## src/rtl/tomasulo_pkg.sv

```systemverilog
// rtl/tomasulo_pkg.sv - shared Tomasulo core function codes, latencies and FSM state type
package tomasulo_pkg;

    localparam logic [3:0] FUNC_MUL = 4'b0010;
    localparam logic [3:0] FUNC_DIV = 4'b0011;

    localparam int DEF_MUL_LAT = 6;
    localparam int DEF_DIV_LAT = 8;

    typedef enum logic [1:0] {
        IDLE = 2'd0,
        EXEC = 2'd1,
        WB   = 2'd2
    } md_state_e;

endpackage

```

## src/rtl/mul_div_scheduler_if.sv

```systemverilog
// rtl/mul_div_scheduler_if.sv - reservation-station and CDB bundle of the mul/div scheduler
interface mul_div_scheduler_if #(
    parameter int NUM_RS = 3,
    parameter int DATA_W = 8,
    parameter int RD_W   = 4,
    parameter int ROB_W  = 3,
    parameter int IDX_W  = $clog2(NUM_RS)
);

    logic [NUM_RS-1:0]        rs_busy;
    logic [NUM_RS-1:0]        rs_rdy;
    logic [NUM_RS*4-1:0]      rs_func;
    logic [NUM_RS*DATA_W-1:0] rs_v1;
    logic [NUM_RS*DATA_W-1:0] rs_v2;
    logic [NUM_RS*RD_W-1:0]   rs_rd;
    logic [NUM_RS*ROB_W-1:0]  rs_rob;
    logic                     cdb_gnt;

    logic                     cdb_req;
    logic [2*DATA_W-1:0]      cdb_data;
    logic [RD_W-1:0]          cdb_rd;
    logic [ROB_W-1:0]         cdb_rob;
    logic                     rs_free;
    logic [IDX_W-1:0]         rs_free_idx;
    logic                     unit_busy;

    // scheduler side
    modport master (
        input  rs_busy, rs_rdy, rs_func, rs_v1, rs_v2, rs_rd, rs_rob, cdb_gnt,
        output cdb_req, cdb_data, cdb_rd, cdb_rob, rs_free, rs_free_idx, unit_busy
    );

    // reservation-station array / CDB arbiter side
    modport slave (
        output rs_busy, rs_rdy, rs_func, rs_v1, rs_v2, rs_rd, rs_rob, cdb_gnt,
        input  cdb_req, cdb_data, cdb_rd, cdb_rob, rs_free, rs_free_idx, unit_busy
    );

endinterface

```

## src/rtl/mul_div_rr_picker.sv

```systemverilog
// rtl/mul_div_rr_picker.sv - combinational round-robin selector over N request lines
module mul_div_rr_picker #(
    parameter int N     = 3,
    parameter int IDX_W = $clog2(N)
) (
    input  logic [N-1:0]     req,
    input  logic [IDX_W-1:0] ptr,
    output logic             any_valid,
    output logic [IDX_W-1:0] idx
);

    logic [IDX_W-1:0] cand;

    // scan from ptr upward with wrap; the first requester found wins
    always_comb begin
        any_valid = 1'b0;
        idx       = '0;
        cand      = '0;
        for (int off = 0; off < N; off++) begin
            cand = IDX_W'((int'(ptr) + off) % N);
            if (!any_valid && req[cand]) begin
                any_valid = 1'b1;
                idx       = cand;
            end
        end
    end

endmodule

```

## src/rtl/mul_div_scheduler.sv

```systemverilog
// rtl/mul_div_scheduler.sv - issues one mul/div RS entry, models fixed latency, drives the CDB
module mul_div_scheduler
    import tomasulo_pkg::*;
#(
    parameter int NUM_RS  = 3,
    parameter int DATA_W  = 8,
    parameter int RD_W    = 4,
    parameter int ROB_W   = 3,
    parameter int MUL_LAT = DEF_MUL_LAT,
    parameter int DIV_LAT = DEF_DIV_LAT
) (
    input  logic                clk1,
    input  logic                rst_n,
    input  logic                flush,
    mul_div_scheduler_if.master bus
);

    localparam int IDX_W   = $clog2(NUM_RS);
    localparam int MAX_LAT = (MUL_LAT > DIV_LAT) ? MUL_LAT : DIV_LAT;
    localparam int CNT_W   = $clog2(MAX_LAT + 1);

    md_state_e state;
    md_state_e state_nxt;

    logic [3:0]        func_a [NUM_RS];
    logic [DATA_W-1:0] v1_a   [NUM_RS];
    logic [DATA_W-1:0] v2_a   [NUM_RS];
    logic [RD_W-1:0]   rd_a   [NUM_RS];
    logic [ROB_W-1:0]  rob_a  [NUM_RS];
    logic [NUM_RS-1:0] eligible;

    logic              pick_valid;
    logic [IDX_W-1:0]  pick_idx;
    logic [IDX_W-1:0]  rr_ptr;
    logic              issue;

    logic [3:0]        func_q;
    logic [DATA_W-1:0] v1_q;
    logic [DATA_W-1:0] v2_q;
    logic [RD_W-1:0]   rd_q;
    logic [ROB_W-1:0]  rob_q;
    logic [IDX_W-1:0]  idx_q;
    logic [CNT_W-1:0]  cnt;

    logic [2*DATA_W-1:0] cdb_data_q;
    logic [RD_W-1:0]     cdb_rd_q;
    logic [ROB_W-1:0]    cdb_rob_q;
    logic                free_q;
    logic [IDX_W-1:0]    free_idx_q;
    logic                retire;
    logic                finish;

    function automatic logic [2*DATA_W-1:0] md_result(
        input logic [3:0]        f,
        input logic [DATA_W-1:0] a,
        input logic [DATA_W-1:0] b
    );
        if (f == FUNC_MUL)
            return {{DATA_W{1'b0}}, a} * {{DATA_W{1'b0}}, b};
        else if (b == '0)
            return '1;
        else
            return {{DATA_W{1'b0}}, a / b};
    endfunction

    // unpack the flattened RS buses and decide which entries may issue; the entry being
    // released this cycle is still marked busy by the RS array, so it is masked out here
    always_comb begin
        eligible = '0;
        for (int i = 0; i < NUM_RS; i++) begin
            func_a[i]   = bus.rs_func[i*4 +: 4];
            v1_a[i]     = bus.rs_v1[i*DATA_W +: DATA_W];
            v2_a[i]     = bus.rs_v2[i*DATA_W +: DATA_W];
            rd_a[i]     = bus.rs_rd[i*RD_W +: RD_W];
            rob_a[i]    = bus.rs_rob[i*ROB_W +: ROB_W];
            eligible[i] = bus.rs_busy[i] & bus.rs_rdy[i]
                        & ((func_a[i] == FUNC_MUL) | (func_a[i] == FUNC_DIV))
                        & ~(free_q & (free_idx_q == IDX_W'(i)));
        end
    end

    mul_div_rr_picker #(
        .N     (NUM_RS),
        .IDX_W (IDX_W)
    ) u_picker (
        .req       (eligible),
        .ptr       (rr_ptr),
        .any_valid (pick_valid),
        .idx       (pick_idx)
    );

    assign issue  = (state == IDLE) & pick_valid & ~flush;
    assign finish = (state == EXEC) & (cnt == '0) & ~flush;
    assign retire = (state == WB) & bus.cdb_gnt & ~flush;

    // FSM state register
    always_ff @(posedge clk1 or negedge rst_n) begin
        if (!rst_n) state <= IDLE;
        else        state <= state_nxt;
    end

    // FSM next state; flush returns to IDLE from anywhere and beats cdb_gnt
    always_comb begin
        state_nxt = state;
        case (state)
            IDLE:    if (issue) state_nxt = EXEC;
            EXEC:    if (flush) state_nxt = IDLE;
                     else if (cnt == '0) state_nxt = WB;
            WB:      if (flush || bus.cdb_gnt) state_nxt = IDLE;
            default: state_nxt = IDLE;
        endcase
    end

    // FSM outputs decoded from the registered state
    always_comb begin
        bus.cdb_req   = (state == WB);
        bus.unit_busy = (state != IDLE);
    end

    // issue: latch the selected entry, load the latency counter, advance the RR pointer
    always_ff @(posedge clk1 or negedge rst_n) begin
        if (!rst_n) begin
            func_q <= '0;
            v1_q   <= '0;
            v2_q   <= '0;
            rd_q   <= '0;
            rob_q  <= '0;
            idx_q  <= '0;
            cnt    <= '0;
            rr_ptr <= '0;
        end else if (issue) begin
            func_q <= func_a[pick_idx];
            v1_q   <= v1_a[pick_idx];
            v2_q   <= v2_a[pick_idx];
            rd_q   <= rd_a[pick_idx];
            rob_q  <= rob_a[pick_idx];
            idx_q  <= pick_idx;
            cnt    <= (func_a[pick_idx] == FUNC_MUL) ? CNT_W'(MUL_LAT - 1) : CNT_W'(DIV_LAT - 1);
            rr_ptr <= (pick_idx == IDX_W'(NUM_RS - 1)) ? '0 : pick_idx + 1'b1;
        end else if (state == EXEC && cnt != '0) begin
            cnt <= cnt - 1'b1;
        end
    end

    // result and tags land on the CDB registers together on the last EXEC cycle
    always_ff @(posedge clk1 or negedge rst_n) begin
        if (!rst_n) begin
            cdb_data_q <= '0;
            cdb_rd_q   <= '0;
            cdb_rob_q  <= '0;
        end else if (finish) begin
            cdb_data_q <= md_result(func_q, v1_q, v2_q);
            cdb_rd_q   <= rd_q;
            cdb_rob_q  <= rob_q;
        end
    end

    // one-cycle release pulse following the granted WB cycle
    always_ff @(posedge clk1 or negedge rst_n) begin
        if (!rst_n) begin
            free_q     <= 1'b0;
            free_idx_q <= '0;
        end else begin
            free_q <= retire;
            if (retire) free_idx_q <= idx_q;
        end
    end

    assign bus.cdb_data    = cdb_data_q;
    assign bus.cdb_rd      = cdb_rd_q;
    assign bus.cdb_rob     = cdb_rob_q;
    assign bus.rs_free     = free_q;
    assign bus.rs_free_idx = free_idx_q;

endmodule
```

## src/flat_wrapper.sv

```systemverilog
// flat-port wrapper written by rule: the top's interface ports become plain ports
module mul_div_scheduler_flat import tomasulo_pkg::*;
#(
    parameter int NUM_RS  = 3,
    parameter int DATA_W  = 8,
    parameter int RD_W    = 4,
    parameter int ROB_W   = 3,
    parameter int MUL_LAT = DEF_MUL_LAT,
    parameter int DIV_LAT = DEF_DIV_LAT
)
  (clk1, rst_n, flush, bus_rs_busy, bus_rs_rdy, bus_rs_func, bus_rs_v1, bus_rs_v2, bus_rs_rd, bus_rs_rob, bus_cdb_gnt, bus_cdb_req, bus_cdb_data, bus_cdb_rd, bus_cdb_rob, bus_rs_free, bus_rs_free_idx, bus_unit_busy);
  mul_div_scheduler_if #(.NUM_RS(NUM_RS), .DATA_W(DATA_W), .RD_W(RD_W), .ROB_W(ROB_W)) bus_i ();
  input  logic clk1;
  input  logic rst_n;
  input  logic flush;
  input wire logic [$bits(bus_i.rs_busy)-1:0] bus_rs_busy;
  input wire logic [$bits(bus_i.rs_rdy)-1:0] bus_rs_rdy;
  input wire logic [$bits(bus_i.rs_func)-1:0] bus_rs_func;
  input wire logic [$bits(bus_i.rs_v1)-1:0] bus_rs_v1;
  input wire logic [$bits(bus_i.rs_v2)-1:0] bus_rs_v2;
  input wire logic [$bits(bus_i.rs_rd)-1:0] bus_rs_rd;
  input wire logic [$bits(bus_i.rs_rob)-1:0] bus_rs_rob;
  input wire logic [$bits(bus_i.cdb_gnt)-1:0] bus_cdb_gnt;
  output wire logic [$bits(bus_i.cdb_req)-1:0] bus_cdb_req;
  output wire logic [$bits(bus_i.cdb_data)-1:0] bus_cdb_data;
  output wire logic [$bits(bus_i.cdb_rd)-1:0] bus_cdb_rd;
  output wire logic [$bits(bus_i.cdb_rob)-1:0] bus_cdb_rob;
  output wire logic [$bits(bus_i.rs_free)-1:0] bus_rs_free;
  output wire logic [$bits(bus_i.rs_free_idx)-1:0] bus_rs_free_idx;
  output wire logic [$bits(bus_i.unit_busy)-1:0] bus_unit_busy;
  assign bus_i.rs_busy = bus_rs_busy;
  assign bus_i.rs_rdy = bus_rs_rdy;
  assign bus_i.rs_func = bus_rs_func;
  assign bus_i.rs_v1 = bus_rs_v1;
  assign bus_i.rs_v2 = bus_rs_v2;
  assign bus_i.rs_rd = bus_rs_rd;
  assign bus_i.rs_rob = bus_rs_rob;
  assign bus_i.cdb_gnt = bus_cdb_gnt;
  assign bus_cdb_req = bus_i.cdb_req;
  assign bus_cdb_data = bus_i.cdb_data;
  assign bus_cdb_rd = bus_i.cdb_rd;
  assign bus_cdb_rob = bus_i.cdb_rob;
  assign bus_rs_free = bus_i.rs_free;
  assign bus_rs_free_idx = bus_i.rs_free_idx;
  assign bus_unit_busy = bus_i.unit_busy;
  mul_div_scheduler #(.NUM_RS(NUM_RS), .DATA_W(DATA_W), .RD_W(RD_W), .ROB_W(ROB_W), .MUL_LAT(MUL_LAT), .DIV_LAT(DIV_LAT)) u_core (.clk1(clk1), .rst_n(rst_n), .flush(flush), .bus(bus_i));
endmodule
```

## config.mk

```make
export PLATFORM = sky130hd
export DESIGN_NAME = mul_div_scheduler_flat
export DESIGN_NICKNAME = d
export VERILOG_FILES = /design/src/rtl/tomasulo_pkg.sv /design/src/rtl/mul_div_scheduler_if.sv /design/src/rtl/mul_div_rr_picker.sv /design/src/rtl/mul_div_scheduler.sv /design/src/flat_wrapper.sv
export SDC_FILE = /design/constraint.sdc
export NUM_CORES = 1
export LEC_CHECK = 0
export ABC_AREA = 1
export BUFFER_PORTS_ARGS = -buffer_cell sky130_fd_sc_hd__buf_2
export CAP_MARGIN = 25
export CORE_MARGIN = 3
export CORE_UTILIZATION = 64
export CTS_BUF_LIST = sky130_fd_sc_hd__clkbuf_4
export CTS_CLUSTER_SIZE = 30
export DETAILED_ROUTE_END_ITERATION = 16
export PLACE_DENSITY = 0.89
export SYNTH_ARGS = -nofsm -noshare
export SYNTH_HDL_FRONTEND = slang
export SYNTH_SLANG_ARGS = --single-unit
```

## constraint.sdc

```tcl
create_clock -name clk1 -period 19.2 [get_ports clk1]
set_clock_uncertainty 0.1 [all_clocks]
set_input_delay 3.84 -clock clk1 [delete_from_list [all_inputs] [get_ports clk1]]
set_output_delay 3.84 -clock clk1 [all_outputs]
set_load 0.05 [all_outputs]
```

==> reports/metrics.json, run 1 <==
{
  "status": {"value": "finished, final reports clean"},
  "firstDrtPassIters": {"value": 5},
  "number_of_global_route_vias_before_repair": {"value": 7076},
  "synth-warning-count": {"value": 0},
  "worst_hold_path.num_cells": {"value": 2},
  "grt_antenna_before_repair": {"value": 0},
  "die_height": {"value": 112.0, "unit": "um"},
  "holdCritPathClass": {"value": "reg -> reg"},
  "postSynth.topFlopCell": {"value": "sky130_fd_sc_hd__dfrtp_1"},
  "cap_violations": {"value": 0},
  "die_w": {"value": 112.0, "unit": "um"},
  "critPathMaxFanout": {"value": 11},
  "core": {"value": 10890, "unit": "um^2"},
  "dp.final_hpwl": {"value": 14240, "unit": "um"},
  "synth-async-reset-ratio": {"value": 1.000},
  "vias": {"value": 7161},
  "cts-root-buf": {"value": "sky130_fd_sc_hd__clkbuf_4"},
  "timing.critical_path.slowest_stage_cell": {"value": "sky130_fd_sc_hd__dfrtp_1"},
  "port-buffer-count": {"value": 118},
  "critPathKind": {"value": "reg -> reg"},
  "yosysUniqueCellTypes": {"value": 40},
  "post-route-min-period": {"value": 10810, "unit": "ps"},
  "cp_num_buf_inv": {"value": 8},
  "cts.repair_timing.setup_buffer_count": {"value": 0},
  "cts.clk_slew.worst_paths": {"value": 140, "unit": "ps"},
  "tightest_slew": {"value": 803.0, "unit": "ps"},
  "worstSetupEndpointType": {"value": "register"},
  "cp_launch_type": {"value": "register"},
  "arrival": {"value": 11090, "unit": "ps"},
  "routed_wire_length": {"value": 18440, "unit": "um"},
  "final_replace_weighted_congestion": {"value": 0.9807},
  "numClockSinks": {"value": 63},
  "seq_area_frac_synth": {"value": 0.2193},
  "antenna_left": {"value": 0},
  "fmax": {"value": 92.47, "unit": "MHz"},
  "number_of_cts_inserted_buffers": {"value": 9},
  "io_pins": {"value": 119},
  "grt_remaining_overflow": {"value": 0},
  "setup.reg_to_reg.worst_slack": {"value": 8390, "unit": "ps"},
  "grt_util_all_layers": {"value": 0.3079},
  "cp.depth": {"value": 67},
  "routed_via_density": {"value": 5.496},
  "worstPathRequired": {"value": 19480, "unit": "ps"},
  "cts_hold_repair.buffers": {"value": 0},
  "final.hold.worst_slack": {"value": 380.5, "unit": "ps"},
  "postSynthRegisterBits": {"value": 63},
  "dp.cells": {"value": 1287},
  "post_synth_inst_count": {"value": 1061},
  "finalSetupViolations": {"value": 0},
  "maxSlewViolCount": {"value": 0},
  "worst_skew_pair.late_latency": {"value": 470, "unit": "ps"},
  "slowest_delay": {"value": 640, "unit": "ps"},
  "grt_start_max_net_pins": {"value": 64},
  "synth_area": {"value": 7188, "unit": "um^2"},
  "rows": {"value": 38},
  "worst_path_most_repeated_cell": {"value": "sky130_fd_sc_hd__nand2_1"},
  "rr_worst_depth": {"value": 67},
  "drive_gt1_frac": {"value": 0.1470},
  "number_of_hold_violations_in_the_final_report": {"value": 0},
  "antenna_cells_inserted": {"value": 0},
  "wire_per_inst": {"value": 14.15, "unit": "um"},
  "drc_errors": {"value": 0},
  "drt_iter0_drc": {"value": 564},
  "cts_tree": {"value": "built"},
  "grt_first_pass_wirelength": {"value": 31680, "unit": "um"},
  "critical_path.top_delay_family": {"value": "simple AND/OR/NAND/NOR gates"},
  "rsz0062_at_grt": {"value": "no"},
  "finalNonFillerCells": {"value": 1303},
  "mean_area_per_synthesized_cell": {"value": 6.775, "unit": "um^2"},
  "layout_worst_path_cycle_share": {"value": 0.5633},
  "design.final.nets": {"value": 1365},
  "area_delta_synth_final": {"value": 11.07, "unit": "%"},
  "starting_density_of_the_core": {"value": 0.6602},
  "slew-limit-headroom": {"value": 0.4647},
  "cts-resized-gates": {"value": 0},
  "htree_num_levels": {"value": 3},
  "finalSetupTns": {"value": 0, "unit": "ps"},
  "syn_nets": {"value": 1268},
  "die-area": {"value": 12540, "unit": "um^2"},
  "synth-edff-count": {"value": 0},
  "cts.path.max_buffers": {"value": 2}
}
[cells by family after synthesis]
kind of cell | count (synthesis) | synth area share
xor+xnor | 15 | 0.01828
compound gates | 137 | 0.1041
buf+inv | 234 | 0.1274
flops | 63 | 0.2193
simple gates | 496 | 0.2914
fa+ha+maj | 116 | 0.2395
[layout make-up]
type	count	area, um^2
Clock buffer	9	67.56
Clock inverter	7	102.6
Fill cell	912	2904
Inverter	199	747.0
Multi-Input combinational cell	764	4702
Sequential cell	63	1577
Tap cell	140	175.2
Timing Repair Buffer	121	613.1
[worst register-to-register path: cells and delay by family, from the launching register on]
family	cells	cell delay [ps]
AND/OR/NAND/NOR	38	4230
adder cells (fa/ha/maj)	8	2440
AO/OA/AOI/OAI	13	2150
buffers and inverters	8	1170
flip-flops	1	640
[sequential cells by signal (all words and copies together) (netlist names), 4 cells and up]
name and flops:
u_core.bus.cdb_data 16, u_core.bus.cdb_rd 4, u_core.cnt 4, u_core.func_q 4, u_core.rd_q 4, u_core.v1_q 8
u_core.v2_q 8
[layout by cell type, fill, tap and decap left out, types with 5 or more instances in the layout]
cell type | netlist | final
sky130_fd_sc_hd__nand2_1 | 309 | 309
sky130_fd_sc_hd__inv_1 | 193 | 193
sky130_fd_sc_hd__buf_2 | 12 | 118
sky130_fd_sc_hd__ha_1 | 80 | 80
sky130_fd_sc_hd__nor2_1 | 75 | 75
sky130_fd_sc_hd__nand3_1 | 64 | 64
sky130_fd_sc_hd__dfrtp_1 | 63 | 63
sky130_fd_sc_hd__a21oi_1 | 61 | 61
sky130_fd_sc_hd__o21ai_0 | 40 | 40
sky130_fd_sc_hd__fa_1 | 36 | 36
sky130_fd_sc_hd__o21ai_1 | 13 | 13
sky130_fd_sc_hd__xor2_1 | 11 | 11
sky130_fd_sc_hd__or2_2 | 9 | 9
sky130_fd_sc_hd__clkbuf_4 | 0 | 9
sky130_fd_sc_hd__nand4_1 | 8 | 8
sky130_fd_sc_hd__inv_2 | 6 | 6
sky130_fd_sc_hd__nand3_2 | 6 | 6
sky130_fd_sc_hd__nor3_1 | 5 | 5
sky130_fd_sc_hd__o21bai_1 | 5 | 5
sky130_fd_sc_hd__and2_1 | 5 | 5
[layer usage]
| layer | track usage | up-vias | wire length [um] |
|---|---|---|---|
| li1 | - | 3500 | - |
| met1 | 0.3804 | 3302 | 7401 |
| met2 | 0.5308 | 309 | 9050 |
| met3 | 0.06576 | 50 | 1507 |
| met4 | 0.1146 | 0 | 483 |
| met5 | 0 | - | 0 |
[path summary, 6_finish.rpt]
path	start	to
min in group asynchronous	rst_n	u_core.bus.cdb_data[2]
hold / removal	u_core.func_q[1]	u_core.func_q[1]
setup / recovery	u_core.v2_q[0]	u_core.bus.cdb_data[0]
setup reg to reg	u_core.v2_q[0]	u_core.bus.cdb_data[0]
hold reg to reg	u_core.func_q[1]	u_core.func_q[1]
max in group asynchronous	rst_n	u_core.v2_q[6]
[Yosys cell counts (4+ instances only)]
| cell | number | share of area |
|---|---|---|
| sky130_fd_sc_hd__nor3_1 | 5 | 0.0035 |
| sky130_fd_sc_hd__fa_1 | 36 | 0.10 |
| sky130_fd_sc_hd__nand2_1 | 309 | 0.16 |
| sky130_fd_sc_hd__inv_1 | 193 | 0.10 |
| sky130_fd_sc_hd__xnor2_1 | 4 | 0.0049 |
| sky130_fd_sc_hd__o211ai_1 | 4 | 0.0042 |
| sky130_fd_sc_hd__inv_2 | 6 | 0.0031 |
| sky130_fd_sc_hd__or2_2 | 9 | 0.0078 |
| sky130_fd_sc_hd__nand2_2 | 4 | 0.0035 |
| sky130_fd_sc_hd__nor2_1 | 75 | 0.039 |
| sky130_fd_sc_hd__nor2_2 | 4 | 0.0035 |
| sky130_fd_sc_hd__xor2_1 | 11 | 0.013 |
| sky130_fd_sc_hd__a21oi_1 | 61 | 0.042 |
| sky130_fd_sc_hd__buf_4 | 4 | 0.0042 |
| sky130_fd_sc_hd__buf_2 | 12 | 0.0084 |
| sky130_fd_sc_hd__o21ai_1 | 13 | 0.0091 |
| sky130_fd_sc_hd__dfrtp_1 | 63 | 0.22 |
| sky130_fd_sc_hd__and2_1 | 5 | 0.0044 |
| sky130_fd_sc_hd__o21bai_1 | 5 | 0.0052 |
| sky130_fd_sc_hd__o21ai_0 | 40 | 0.028 |
| sky130_fd_sc_hd__ha_1 | 80 | 0.14 |
| sky130_fd_sc_hd__nand4_1 | 8 | 0.0070 |
| sky130_fd_sc_hd__nand3_2 | 6 | 0.0084 |
| sky130_fd_sc_hd__clkbuf_1 | 18 | 0.0094 |
| sky130_fd_sc_hd__nand3_1 | 64 | 0.045 |
[stage by stage]
step	util	instance area [um^2]	setup WS (ps)
global route	0.7333	7984	7166
detailed placement	0.7177	7814	8657
floorplan	-	7188	10220
global placement	0.7177	7814	9214
finish	0.7333	7984	8385
CTS	0.7333	7984	8559
Power of run 1 is not shown: default switching activity piles up to over one toggle a cycle in this logic, so the estimate is an artifact.
==> run 2, diff against run 1 <==
Settings changed: ABC_AREA 1 to 0, CORE_UTILIZATION 64 to 53, PLACE_DENSITY 0.89 to 0.79.
Clock period 19.2 ns to 8.9 ns, I/O delays scaled along.
==> reports/metrics.json, run 2 <==
{
  "synth-edff-count": {"value": 0},
  "regToRegStartpoint": {"value": "u_core.v2_q[5]"},
  "worstSetupEndpointType": {"value": "register"},
  "cts.clk_slew.worst_paths": {"value": 130, "unit": "ps"},
  "syn_nets": {"value": 1021},
  "antenna_cells_inserted": {"value": 0},
  "grt_remaining_overflow": {"value": 0},
  "yosys.area_share.xor_xnor": {"value": 0.02698},
  "worst_path_most_repeated_cell": {"value": "sky130_fd_sc_hd__ha_4"},
  "critical_path.startpoint": {"value": "u_core.v2_q[5]"},
  "cts_tree": {"value": "built"},
  "holdCritPathClass": {"value": "reg -> reg"},
  "wire_per_inst": {"value": 16.04, "unit": "um"},
  "finalWorstSetupSlack": {"value": -800.6, "unit": "ps"},
  "synth-warning-count": {"value": 0},
  "cts_hold_repair.buffers": {"value": 0},
  "status": {"value": "finished, violations left"},
  "critPathKind": {"value": "reg -> reg"},
  "rr_worst_depth": {"value": 48},
  "cp_launch_type": {"value": "register"},
  "post_synth_inst_count": {"value": 814},
  "synth_top_area_frac": {"value": 0.2312},
  "yosysUniqueCellTypes": {"value": 73},
  "setup.reg_to_reg.worst_slack": {"value": -800, "unit": "ps"},
  "routed_via_density": {"value": 5.650},
  "cap_violations": {"value": 0},
  "number_of_global_route_vias_before_repair": {"value": 6548},
  "routed_wire_length": {"value": 18990, "unit": "um"},
  "die-area": {"value": 14260, "unit": "um^2"},
  "port-buffer-count": {"value": 118},
  "synth.largest_area_cell": {"value": "sky130_fd_sc_hd__dfrtp_1"},
  "netlist_top_cells_area": {"value": "sky130_fd_sc_hd__dfrtp_1 23%, sky130_fd_sc_hd__ha_1 15%, sky130_fd_sc_hd__fa_1 11%, sky130_fd_sc_hd__nor2_1 6.2%, sky130_fd_sc_hd__a21oi_1 5.1%"},
  "r2r-end": {"value": "u_core.bus.cdb_data[0]"},
  "die_height": {"value": 119.4, "unit": "um"},
  "violations": {"value": "negative setup slack"},
  "synth-compound-area-share": {"value": 0.2160},
  "postSynth.topFlopCell": {"value": "sky130_fd_sc_hd__dfrtp_1"},
  "die_w": {"value": 119.4, "unit": "um"},
  "design.final.nets": {"value": 1218},
  "slowest_delay": {"value": 420, "unit": "ps"},
  "vias": {"value": 6690},
  "firstDrtPassIters": {"value": 5},
  "finalSetupViolations": {"value": 1},
  "mean_area_per_synthesized_cell": {"value": 8.376, "unit": "um^2"},
  "dp.final_hpwl": {"value": 14220, "unit": "um"},
  "tightest_slew": {"value": 810.0, "unit": "ps"},
  "synth_top_family_by_area": {"value": "adder cells"},
  "synthSimpleGateAreaFrac": {"value": 0.1848},
  "io_pins": {"value": 119},
  "worstPathRequired": {"value": 9170, "unit": "ps"},
  "starting_density_of_the_core": {"value": 0.5538},
  "antenna_left": {"value": 0},
  "maxSlewViolCount": {"value": 0},
  "critPathMaxFanout": {"value": 4},
  "drt_iter0_drc": {"value": 403},
  "post-route-min-period": {"value": 9701, "unit": "ps"},
  "rsz0062_at_grt": {"value": "yes"},
  "post_synth_fa_ha_maj_area_fraction": {"value": 0.2542},
  "timing.critical_path.slowest_stage_cell": {"value": "sky130_fd_sc_hd__dfrtp_1"},
  "number_of_cts_inserted_buffers": {"value": 9},
  "worst_skew_pair.late_latency": {"value": 470, "unit": "ps"},
  "most-common-layout-cells": {"value": "118 x sky130_fd_sc_hd__buf_2, 112 x sky130_fd_sc_hd__nor2_1, 106 x sky130_fd_sc_hd__buf_4"},
  "area_delta_synth_final": {"value": 28.81, "unit": "%"},
  "drc_errors": {"value": 0},
  "mux_share_of_post_synthesis_cell_area": {"value": 0.02092},
  "cts.path.max_buffers": {"value": 2},
  "cts-root-buf": {"value": "sky130_fd_sc_hd__clkbuf_4"},
  "numClockSinks": {"value": 63},
  "grt_util_all_layers": {"value": 0.2697},
  "grt_antenna_before_repair": {"value": 0},
  "drive_gt1_frac": {"value": 0.3130},
  "layout_worst_path_cycle_share": {"value": 1.090},
  "postSynthRegisterBits": {"value": 63},
  "core": {"value": 12310, "unit": "um^2"},
  "mostFrequentLayoutCell": {"value": "sky130_fd_sc_hd__buf_2"},
  "grt_first_pass_wirelength": {"value": 31220, "unit": "um"},
  "synth-async-reset-ratio": {"value": 1.000},
  "seq_area_frac_synth": {"value": 0.2312},
  "synth_most_common_cell": {"value": "sky130_fd_sc_hd__nor2_1"},
  "commonest_cells_in_the_synthesized_netlist": {"value": "112 x sky130_fd_sc_hd__nor2_1, 80 x sky130_fd_sc_hd__ha_1, 76 x sky130_fd_sc_hd__nand2_1"},
  "grt_start_max_net_pins": {"value": 64},
  "final_core_utilization": {"value": 0.7133},
  "rows": {"value": 40},
  "synth_area": {"value": 6818, "unit": "um^2"},
  "fmax": {"value": 103.1, "unit": "MHz"},
  "worstSetupEndpoint": {"value": "u_core.bus.cdb_data[0]"},
  "arrival": {"value": 9970, "unit": "ps"},
  "htree_num_levels": {"value": 3},
  "number_of_hold_violations_in_the_final_report": {"value": 0},
  "final_replace_weighted_congestion": {"value": 0.9542},
  "slew-limit-headroom": {"value": 0.4600},
  "largest_register_ff_count": {"value": 16}
}
==> run 2: cell types whose count changed after synthesis, moves of 9 or more <==
cell | before | now
sky130_fd_sc_hd__xnor2_1 | 4 | 16
sky130_fd_sc_hd__nor3_1 | 5 | 15
sky130_fd_sc_hd__inv_1 | 193 | 75
sky130_fd_sc_hd__o21ai_1 | 13 | 4
sky130_fd_sc_hd__clkbuf_1 | 18 | 28
sky130_fd_sc_hd__o21a_1 | 1 | 22
sky130_fd_sc_hd__nand2_1 | 309 | 76
sky130_fd_sc_hd__mux2_2 | 0 | 10
sky130_fd_sc_hd__nor2_1 | 75 | 112
sky130_fd_sc_hd__a22oi_1 | 1 | 24
sky130_fd_sc_hd__o21ai_0 | 40 | 26
sky130_fd_sc_hd__and2_1 | 5 | 16
sky130_fd_sc_hd__nand3_1 | 64 | 5
==> run 2: repair_timing <==
item,in CTS,in global routing
pin swaps,31,26
setup endpoints to repair,1,2
resized for setup,22,26
setup buffers,12,6
==> run 2: per-layer routing <==
metal,up-vias,share of wire,track usage
met5,-,0,0
met4,0,0.025,0.08805
met3,43,0.066,0.05318
met2,278,0.48,0.4461
li1,3227,-,-
met1,3142,0.43,0.3556
==> run 2: stage by stage <==
| stage | cell area, um^2 | setup TNS (ps) | setup WS (ps) | hold slack, ps | cells |
|---|---|---|---|---|---|
| 2_1_floorplan | 6945 | -805.3 | -805.3 | 339.4 | 814 |
| 3_3_place_gp | 8259 | -615.8 | -615.8 | 349.2 | 1149 |
| 3_5_place_dp | 8267 | -952.1 | -952.1 | 351.7 | 1150 |
| 4_1_cts | 8593 | -671.5 | -671.5 | 373.4 | 1178 |
| 5_1_grt | 8782 | -1310 | -1251 | 402.9 | 1184 |
| 6_report | 8782 | -800.6 | -800.6 | 381.2 | 1184 |
==> run 2: cells by family (layout without fill, tap and decap cells) <==
logic type,Yosys count,after routing
and+or+nand+nor,271,271
AOI/OAI and AO/OA,214,214
adders and majority gates,117,117
buffers and inverters,115,317
DFF,63,63
xor gates and xnor gates,21,21
muxes,13,13
==> run 2: worst min path at each step <==
stage | slack, ps | cells past startpoint | to | start
2_1_floorplan | 340 | 2 | u_core.bus.cdb_rd[0] | u_core.rd_q[0]
3_3_place_gp | 350 | 2 | u_core.bus.cdb_rd[0] | u_core.rd_q[0]
3_5_place_dp | 350 | 2 | u_core.bus.cdb_rob[1] | u_core.rob_q[1]
4_1_cts | 370 | 2 | u_core.bus.cdb_rob[0] | u_core.rob_q[0]
5_1_grt | 400 | 2 | u_core.bus.cdb_rob[2] | u_core.rob_q[2]
6_report | 380 | 2 | u_core.bus.cdb_rob[0] | u_core.rob_q[0]
==> run 2: worst max-delay path: cells and delay by family (launching register included) <==
| kind | cells | cell delay [ps] |
|---|---|---|
| AO/OA/AOI/OAI | 26 | 4510 |
| adder cells (fa/ha/maj) | 7 | 1660 |
| buffers and inverters | 3 | 410 |
| flip-flops | 1 | 420 |
| multiplexers | 1 | 340 |
| AND/OR/NAND/NOR | 11 | 2140 |
==> run 2: area by class of cell <==
cell class / instances / area (um^2)
Tap cell: 168 / 210.2
Multi-Input combinational cell: 636 / 5199
Timing Repair Buffer: 225 / 1398
Inverter: 76 / 285.3
Clock inverter: 6 / 37.54
Fill cell: 990 / 3530
Sequential cell: 63 / 1578
Clock buffer: 10 / 75.07
Power of run 2 is left out for the same reason.
